File: src/rtl/eep_arbiter.sv
// EEPROM port arbiter: shares one EEPROM between the PID coefficient reader and the
// host command interpreter, timing the write charge pump. Optional macro: EEP_ARB_WR_VERIFY_EN.
module eep_arbiter #(
    parameter int unsigned CHRG_CYCLES = 2400000,
    parameter int unsigned CNT_W       = 22
) (
    input  logic        clk,
    input  logic        rst_n,
    input  logic        pid_req,
    input  logic [1:0]  pid_addr,
    output logic        pid_gnt,
    output logic        pid_vld,
    output logic [13:0] pid_rdata,
    input  logic        cmd_req,
    input  logic        cmd_we,
    input  logic [1:0]  cmd_addr,
    input  logic [13:0] cmd_wdata,
    output logic        cmd_gnt,
    output logic        cmd_done,
    output logic [13:0] cmd_rdata,
    output logic        cmd_err,
    output logic [1:0]  eep_addr,
    output logic        eep_cs_n,
    output logic        eep_r_w_n,
    output logic [13:0] eep_wdata,
    input  logic [13:0] eep_rdata,
    output logic        chrg_pmp_en,
    output logic        busy
);

    localparam logic [2:0] S_IDLE    = 3'd0;
    localparam logic [2:0] S_RD      = 3'd1;
    localparam logic [2:0] S_WR_CHRG = 3'd2;
`ifdef EEP_ARB_WR_VERIFY_EN
    localparam logic [2:0] S_WR_VFY  = 3'd3;
`endif
    localparam logic [2:0] S_DONE    = 3'd4;

    localparam logic [CNT_W-1:0] CNT_LAST = CNT_W'(CHRG_CYCLES - 1);

    logic [2:0]       state_q, state_d;
    logic [CNT_W-1:0] cnt_q, cnt_d;
    logic             owner_q, owner_d;   // 1 = command interpreter owns the access
    logic             last_q, last_d;     // 1 = command was granted last
    logic             we_q, we_d;
    logic             pick_cmd;
    logic [1:0]       eep_addr_q, eep_addr_d;
    logic [13:0]      eep_wdata_q, eep_wdata_d;
    logic [13:0]      pid_rdata_q, pid_rdata_d;
    logic [13:0]      cmd_rdata_q, cmd_rdata_d;
    logic             eep_cs_n_q, eep_cs_n_d;
    logic             eep_r_w_n_q, eep_r_w_n_d;
    logic             chrg_pmp_en_q, chrg_pmp_en_d;
    logic             busy_q, busy_d;
    logic             pid_gnt_q, pid_gnt_d;
    logic             cmd_gnt_q, cmd_gnt_d;
    logic             pid_vld_q, pid_vld_d;
    logic             cmd_done_q, cmd_done_d;
`ifdef EEP_ARB_WR_VERIFY_EN
    logic             cmd_err_q, cmd_err_d;
`endif

    // Next state, datapath capture, and registered outputs derived from the next state
    always_comb begin
        state_d     = state_q;
        cnt_d       = cnt_q;
        owner_d     = owner_q;
        last_d      = last_q;
        we_d        = we_q;
        pick_cmd    = 1'b0;
        eep_addr_d  = eep_addr_q;
        eep_wdata_d = eep_wdata_q;
        pid_rdata_d = pid_rdata_q;
        cmd_rdata_d = cmd_rdata_q;
`ifdef EEP_ARB_WR_VERIFY_EN
        cmd_err_d   = cmd_err_q;
`endif
        case (state_q)
            S_IDLE: begin
                if (pid_req || cmd_req) begin
                    pick_cmd   = cmd_req && (!pid_req || !last_q);
                    owner_d    = pick_cmd;
                    last_d     = pick_cmd;
                    we_d       = pick_cmd && cmd_we;
                    eep_addr_d = pick_cmd ? cmd_addr : pid_addr;
                    if (pick_cmd) begin
                        eep_wdata_d = cmd_wdata;
                    end
                    cnt_d   = '0;
                    state_d = we_d ? S_WR_CHRG : S_RD;
                end
            end
            S_RD: begin
                if (owner_q) begin
                    cmd_rdata_d = eep_rdata;
`ifdef EEP_ARB_WR_VERIFY_EN
                    cmd_err_d   = 1'b0;
`endif
                end else begin
                    pid_rdata_d = eep_rdata;
                end
                state_d = S_DONE;
            end
            S_WR_CHRG: begin
                cnt_d = cnt_q + CNT_W'(1);
                if (cnt_q == CNT_LAST) begin
`ifdef EEP_ARB_WR_VERIFY_EN
                    state_d = S_WR_VFY;
`else
                    state_d = S_DONE;
`endif
                end
            end
`ifdef EEP_ARB_WR_VERIFY_EN
            S_WR_VFY: begin
                cmd_rdata_d = eep_rdata;
                cmd_err_d   = (eep_rdata != eep_wdata_q);
                state_d     = S_DONE;
            end
`endif
            S_DONE:  state_d = S_IDLE;
            default: state_d = S_IDLE;
        endcase

        eep_cs_n_d    = (state_d == S_IDLE) || (state_d == S_DONE);
        eep_r_w_n_d   = (state_d != S_WR_CHRG);
        chrg_pmp_en_d = (state_d == S_WR_CHRG);
        busy_d        = (state_d != S_IDLE);
        pid_gnt_d     = (state_q == S_IDLE) && (state_d != S_IDLE) && !owner_d;
        cmd_gnt_d     = (state_q == S_IDLE) && (state_d != S_IDLE) && owner_d;
        pid_vld_d     = (state_d == S_DONE) && !owner_d;
        cmd_done_d    = (state_d == S_DONE) && owner_d;
    end

    always_ff @(posedge clk) begin
        if (!rst_n) begin
            state_q       <= S_IDLE;
            cnt_q         <= '0;
            owner_q       <= 1'b0;
            last_q        <= 1'b1;
            we_q          <= 1'b0;
            eep_addr_q    <= '0;
            eep_wdata_q   <= '0;
            pid_rdata_q   <= '0;
            cmd_rdata_q   <= '0;
            eep_cs_n_q    <= 1'b1;
            eep_r_w_n_q   <= 1'b1;
            chrg_pmp_en_q <= 1'b0;
            busy_q        <= 1'b0;
            pid_gnt_q     <= 1'b0;
            cmd_gnt_q     <= 1'b0;
            pid_vld_q     <= 1'b0;
            cmd_done_q    <= 1'b0;
`ifdef EEP_ARB_WR_VERIFY_EN
            cmd_err_q     <= 1'b0;
`endif
        end else begin
            state_q       <= state_d;
            cnt_q         <= cnt_d;
            owner_q       <= owner_d;
            last_q        <= last_d;
            we_q          <= we_d;
            eep_addr_q    <= eep_addr_d;
            eep_wdata_q   <= eep_wdata_d;
            pid_rdata_q   <= pid_rdata_d;
            cmd_rdata_q   <= cmd_rdata_d;
            eep_cs_n_q    <= eep_cs_n_d;
            eep_r_w_n_q   <= eep_r_w_n_d;
            chrg_pmp_en_q <= chrg_pmp_en_d;
            busy_q        <= busy_d;
            pid_gnt_q     <= pid_gnt_d;
            cmd_gnt_q     <= cmd_gnt_d;
            pid_vld_q     <= pid_vld_d;
            cmd_done_q    <= cmd_done_d;
`ifdef EEP_ARB_WR_VERIFY_EN
            cmd_err_q     <= cmd_err_d;
`endif
        end
    end

    assign pid_gnt     = pid_gnt_q;
    assign pid_vld     = pid_vld_q;
    assign pid_rdata   = pid_rdata_q;
    assign cmd_gnt     = cmd_gnt_q;
    assign cmd_done    = cmd_done_q;
    assign cmd_rdata   = cmd_rdata_q;
    assign eep_addr    = eep_addr_q;
    assign eep_cs_n    = eep_cs_n_q;
    assign eep_r_w_n   = eep_r_w_n_q;
    assign eep_wdata   = eep_wdata_q;
    assign chrg_pmp_en = chrg_pmp_en_q;
    assign busy        = busy_q;
`ifdef EEP_ARB_WR_VERIFY_EN
    assign cmd_err     = cmd_err_q;
`else
    assign cmd_err     = 1'b0;
`endif

endmodule
File: config.mk
export PLATFORM = sky130hd
export DESIGN_NAME = eep_arbiter
export DESIGN_NICKNAME = d
export VERILOG_FILES = /design/src/rtl/eep_arbiter.sv
export SDC_FILE = /design/constraint.sdc
export NUM_CORES = 1
export LEC_CHECK = 0
export BUFFER_PORTS_ARGS = -buffer_cell sky130_fd_sc_hd__buf_2
export CAP_MARGIN = 20
export CORE_UTILIZATION = 47
export CTS_CLUSTER_DIAMETER = 200
export DETAILED_ROUTE_END_ITERATION = 10
export PLACE_DENSITY = 0.79
export SYNTH_ARGS = -nofsm -noshare
export SYNTH_HDL_FRONTEND = slang
export SYNTH_SLANG_ARGS = --single-unit
File: constraint.sdc
create_clock -name clk -period 1.7 [get_ports clk]
set_input_delay 0.34 -clock clk [delete_from_list [all_inputs] [get_ports clk]]
set_output_delay 0.34 -clock clk [all_outputs]
set_load 0.02 [all_outputs]
# Word-level counts from Yosys, hierarchy flattened
# Cells that the tools add are included.
# Widths: inputs -> output; s select.
# classes
add_sub_neg	1
n_eq_ne	7
mux	9
bitwise	1
reduce_logical	22
# ops
cell	count
$pmux 22 s2	1
$add 22x1->22 const B	1
$eq 22x22->1 const B	1
$mux 22	1
$pmux 3 s3	1
$reduce_and 2->1	4
$logic_and 1x1->1	7
$eq 3x2->1 const B	2
$logic_not 3->1	2
$mux 3	2
$mux 2	2
$eq 3x1->1 const B	1
$eq 3x3->1 const B	1
$logic_not 1->1	3
$logic_or 1x1->1	3
$ne 3x2->1 const B	1
$reduce_and 3->1	1
$reduce_bool 3->1	1
$mux 1	2
$ne 2x2->1 const B	1
$reduce_bool 2->1	1
$not 1->1	1
# totals
register_bits	79
output_inout_bits	53
wordCells	56

# Longest topological paths before layout
# Gate-level depths: netlist of the first run.
# logic_depth
ltp_word	10
ltp_mapped	7

# Worst setup path after synthesis of the first run
# OpenSTA, ideal clock, no wires.
# synth_timing
path_kind	register to register
start	register cnt_q[0]
end	register cnt_q[18]
t_arrival_ns	1.651
t_required_ns	1.580
setup_slack_ns	-0.070
stages_incl_launch_ff	6
cell_sequence	dfxtp_1 ha_1 nand4_1 nor4_1 a21oi_1 o31a_1
# synth_between
elab_chain_len	2
# synth_lines
item	line_no	rtl
start, declared	42	logic [CNT_W-1:0] cnt_q, cnt_d;
start signal, assigned	159	cnt_q <= cnt_d;
$add 22x1->22	105	cnt_d = cnt_q + CNT_W'(1);
$pmux 22 s2	78	case (state_q)
# Every way passes these cells.
# A chain may end at the register's enable or synchronous reset.

# Final worst setup path of the first run
# layout_timing
start	register state_q[2]
end	register cnt_q[10]
# layout_between
elab_chain_len	3
word_cells_on_any_way	6
# layout_lines
item	line_no	rtl
start, declared	41	logic [2:0] state_q, state_d;
start signal, assigned	158	state_q <= state_d;
$eq 3x2->1 / $logic_not 3->1 (equally long branches)	78	
$reduce_bool 2->1 (no source line) / $ne 2x2->1 (equally long branches)	-	
$reduce_and 2->1 (no source line)	-	
# Several ways; a longest one is shown, not always the timed one.

==> impl_metrics.tcl, run 1 <==
set metrics [dict create \
    ys_warn_count 0 \
    critPathBufInv 0 \
    end_kind "flop" \
    synth.avg_cell_area_um2 8.34 \
    drv_slew 0 \
    port-buffer-count 88 \
    vias 3135 \
    ios 90 \
    synth_cell_types 57 \
    layout-drive-gt1-share_pct 33.5 \
    layout-area-overhead-vs-synth_pct 31.6 \
    critical_path_required_ns 1.99 \
    synth_area_um2 3220 \
    hpwl_um 5720 \
    drt_iter0_markers 206 \
    dieHeight_um 84.7 \
    route.detailed.drc 2 \
    die_w_um 84.7 \
    hold_class "in2reg" \
    dpl_cell_area_um2 3960 \
    finalWorstPathRequiredPeriod_ns 1.67 \
    drtAntennaViolNets 0 \
    cp_top_family "simple AND/OR/NAND/NOR gates" \
    start_kind "flop" \
    skew_ns 0.0112 \
    diodes 0 \
    worstPathMaxFanout 7 \
    worstSetupPathType "reg2reg" \
    gp_congestion 0.858 \
    cts_num_sinks 79 \
    dr.pass1.iters 11 \
    max_freq_mhz 598 \
    ys.flop_type "dfxtp_1" \
    post-route-period-util_pct 98.3 \
    setup_viol 0 \
    h-tree-depth 3 \
    arrival_ns 1.96 \
    clock_path_buffers 2 \
    hold_ws_ns 0.170 \
    yosysSeqAreaShare_pct 49.1 \
    critPathSlowestCell "or4_4" \
    root_buffer "clkbuf_8" \
    dieArea_um2 7180 \
    coreArea_um2 6490 \
    grt_pass1_wl_um 13000 \
    syn-num-nets 424 \
    crit_chain "or3b_4 -> or4_4 -> nand2b_4 -> a21oi_2" \
    finalInstanceArea_um2 4230 \
    violations "DRC" \
    peakVddDrop_v 0.000561 \
    grt_pass1_vias 2839 \
    p_total_mw 3.91 \
    ys_ff_latch 79 \
    grt_max_degree 32 \
    rows 29 \
    max-cap-violations 0 \
    clkTransAtPathRegs_ns 0.08 \
    async_reset_ff_share_pct 0 \
    grt_overflow 0 \
    cts_buffers 9 \
    crit_path_max_incr_delay_ns 0.53 \
    wl_per_cell_um 13.9 \
    nets 540 \
    start_util_pct 49.5 \
    viasPerCell 5.37 \
    tritoncts "yes" \
    synth_edf_count 0 \
    power.leakage_nw 1.83 \
    clock_latency_ns 0.35 \
    grt_usage_pct 23.2 \
    antenna_found_initial 0 \
    powerDensity_nw_per_um2 923 \
    hold_buffers 0 \
    drt-total-wl_um 8120 \
    status "finished, violations left" \
    timing_hold_violations_final 0 \
    syn_inst 386 \
]
state kept, by name, indices dropped and copies added, names as in the netlist, 2 cells and up:
register	flops
eep_wdata	14
cnt_q	22
eep_addr	2
pid_rdata	14
cmd_rdata	14
state_q	3
what timing repair did:
action / CTS / global route
gates cloned: 0 / 0
buffers inserted: 0 / 2
endpoints found under the setup margin: 3 / 14
gates resized for setup: 1 / 17
pin swaps: 0 / 4
cells in the final DEF, fill, tap and decap left out, types with 5 or more instances in the layout:
cell type,instances
dfxtp_1,78
clkbuf_8,10
buf_2,88
nand2_1,96
a211oi_1,5
a21oi_1,52
nand4_1,5
nor2_1,19
and3_1,7
buf_4,38
o21ai_0,5
nand3_1,9
and4_1,5
stage by stage:
step	instances	util (%)	setup WS, ns	TNS [ns]
floorplan	386	-	0.00231	0
CTS	582	64.0	0.0290	0
detailed placement	566	60.9	-0.0326	-0.0733
finish	584	65.2	0.0286	0
global route	584	65.2	-0.0128	-0.0185
global placement	566	60.9	-0.0220	-0.0428
kinds of logic (layout without fill, tap and decap cells):
kind of cell             count (synthesis)  after routing  share of synthesized area, %
adder cells (fa/ha/maj)                  1              1                         0.389
AO/OA/AOI/OAI                           91             91                          17.1
AND/OR/NAND/NOR                        183            183                          28.0
flip-flops                              79             79                          49.1
other                                    1              1                         0.117
buffers and inverters                   26            147                          3.58
multiplexers                             5              5                          1.67
synth_stat cells (all sizes together) (3+ instances only):
cell / count / area [um^2]
nand2: 96 / 360
nor2: 20 / 75.1
inv: 4 / 15.0
nor4: 5 / 31.3
mux2: 3 / 33.8
nand4: 5 / 31.3
dfxtp: 79 / 1580
a21oi: 54 / 274
and4: 6 / 52.6
and3: 7 / 43.8
o21a: 4 / 30.0
a31oi: 4 / 25.0
nand3b: 3 / 22.5
nand3: 11 / 60.1
or3: 4 / 25.0
o21ai: 6 / 30.0
nand2b: 4 / 32.5
clkbuf: 14 / 52.6
nor3: 6 / 30.0
buf: 8 / 47.5
o211ai: 4 / 30.0
a211oi: 5 / 37.5
and2: 4 / 25.0
worst reg2reg max path: cells and delay by family, from the launching register on:
kind | cells | cell delay, ns
compound gates | 1 | 0.11
simple gates | 3 | 1.13
flops | 1 | 0.37
layout make-up:
cell class	count	area [um^2]
Fill cell	547	2260
Multi-Input combinational cell	281	1600
Sequential cell	79	1590
Timing Repair Buffer	127	746
Clock buffer	10	138
Tap cell	77	96.3
Clock inverter	6	52.6
Inverter	4	15.0
metal layers:
metal | track usage, % | part of all wire, % | vias to the layer above
met4 | 6.47 | 0.99 | 0
met2 | 38.7 | 48 | 113
met3 | 7.37 | 7.3 | 6
li1 | - | - | 1587
met5 | 0 | 0 | -
met1 | 28.8 | 44 | 1429
power by group:
| part | internal [mW] | switching [mW] | total, mW |
|---|---|---|---|
| sequential | 1.94 | 0.0434 | 1.98 |
| combinational | 0.225 | 0.382 | 0.607 |
| clock | 0.593 | 0.728 | 1.32 |
worst paths after layout:
check                start  cells after the start  slack [ns]            end
max             state_q[2]                      4        0.03      cnt_q[10]
min                 cmd_we                      2        0.17     state_q[0]
max reg2reg     state_q[2]                      4        0.03      cnt_q[10]
min reg2reg  cmd_rdata[11]                      2        0.45  cmd_rdata[11]
Note: power is estimated with default switching activity, not from simulation.
==> inputs of run 2 (changes only) <==
Settings changed: RECOVER_POWER set to 100, SLEW_MARGIN set to 15.
Clock period 1.7 ns to 1.5 ns, I/O delays scaled along.
==> impl_metrics.tcl, run 2 (same netlist as run 1, synthesis figures left out) <==
set metrics [dict create \
    status "finished, violations left" \
    violations "DRC, setup timing" \
    fillers 459 \
    hold_buffers 0 \
    hpwl_um 6220 \
    cts_num_sinks 79 \
    top_register "cnt_q" \
    coreArea_um2 6490 \
    layout-area-overhead-vs-synth_pct 45.4 \
    finalWorstPathRequiredPeriod_ns 1.67 \
    worstPathMaxFanout 3 \
    layout-drive-gt1-share_pct 33.6 \
    antenna_found_initial 0 \
    diodes 0 \
    grt_pass1_wl_um 14700 \
    hold_ws_ns 0.114 \
    peakVddDrop_v 0.000826 \
    final_cells 618 \
    grt_max_degree 33 \
    route.detailed.drc 5 \
    drt-total-wl_um 10200 \
    grt_overflow 0 \
    power.leakage_nw 1.90 \
    drtAntennaViolNets 0 \
    vias 3518 \
    rsz0062_at_grt "yes" \
    setup_viol 22 \
    dr.pass1.iters 9 \
    critPathBufInv 2 \
    skew_ns 0.00832 \
    tritoncts "yes" \
    critical_path_required_ns 1.79 \
    arrival_ns 1.96 \
    layout_commonest_cell "nand2_1" \
    ios 90 \
    cts_buffers 9 \
    timing_hold_violations_final 0 \
    drt_iter0_markers 276 \
    crit_chain "buf_4 -> and4_4 -> nand4_1 -> buf_4 -> or3_4 -> a21oi_2" \
    powerDensity_nw_per_um2 1060 \
    timing.final.ws_setup_ns -0.171 \
    root_buffer "clkbuf_8" \
    dieHeight_um 84.7 \
    start_kind "flop" \
    max-cap-violations 0 \
    post-route-period-util_pct 111 \
    worstSetupPathType "reg2reg" \
    clkTransAtPathRegs_ns 0.08 \
    drv_slew 0 \
    viasPerCell 5.69 \
    final_cell_mix "nand2_1 (95), dfxtp_1 (71), buf_4 (64), clkbuf_1 (53), a21oi_1 (47)" \
    dieArea_um2 7180 \
    wl_per_cell_um 16.6 \
    dpl.cell_count 587 \
    rows 29 \
    nets 574 \
    hold_class "in2reg" \
    clock_path_buffers 2 \
    critPathSlowestCell "or3_4" \
    p_total_mw 4.97 \
    gp_congestion 0.942 \
    crit_path_max_incr_delay_ns 0.40 \
    max_freq_mhz 598 \
    end_kind "flop" \
    worst_path_most_repeated_cell "buf_4" \
    grt_pass1_vias 3211 \
    cp_top_family "simple AND/OR/NAND/NOR gates" \
    start_util_pct 49.5 \
    h-tree-depth 3 \
    die_w_um 84.7 \
    clock_latency_ns 0.36 \
    fin_setup_tns_ns -1.55 \
    grt_usage_pct 25.9 \
    largest_reg_flops 22 \
    port-buffer-count 88 \
]
## run 2: area by class of cell
type	count	area [um^2]	share of cell area (%)
Clock buffer	10	128	2.73
Clock inverter	6	115	2.46
Inverter	4	15.0	0.321
Multi-Input combinational cell	281	1740	37.2
Sequential cell	79	1600	34.2
Tap cell	77	96.3	2.06
Timing Repair Buffer	161	983	21.0
## run 2: path summary, 6_finish.rpt
path / start / to / slack [ns] / depth (start not counted)
setup / recovery: cnt_q[1] / cnt_q[19] / -0.17 / 6
hold / removal: cmd_we / state_q[0] / 0.11 / 2
setup reg to reg: cnt_q[1] / cnt_q[19] / -0.17 / 6
hold reg to reg: cmd_rdata[6] / cmd_rdata[6] / 0.46 / 2
## run 2: repair_timing
item	in CTS	in global routing
gates resized for setup	28	36
setup endpoints to repair	36	28
gates cloned	0	0
hold endpoints to repair	0	0
buffers inserted	8	7
pin swaps	10	20
## run 2: per-layer routing
metal / GRT usage (%) / wire, um
met4: 13.4 / 420
met2: 43.5 / 5160
met3: 6.29 / 668
met5: 0 / 0
met1: 30.7 / 3990
## run 2: report_power, final
group / internal (mW) / total (mW) / switching [mW] / leakage (nW)
registers: 2.19 / 2.25 / 0.0547 / 0.647
logic: 0.310 / 0.791 / 0.481 / 1.14
clock network: 1.12 / 1.93 / 0.810 / 0.117
total: 3.62 / 4.97 / 1.35 / 1.90
## run 2: stage by stage
step                      worst slack (ns)  util (%)  area [um^2]
after detailed placement            -0.153      64.3         4180
final                               -0.171      72.0         4680
after global placement              -0.105      64.3         4180
after floorplan                     -0.140         -         3270
after CTS                           -0.112      70.2         4560
after global routing                -0.201      72.0         4680
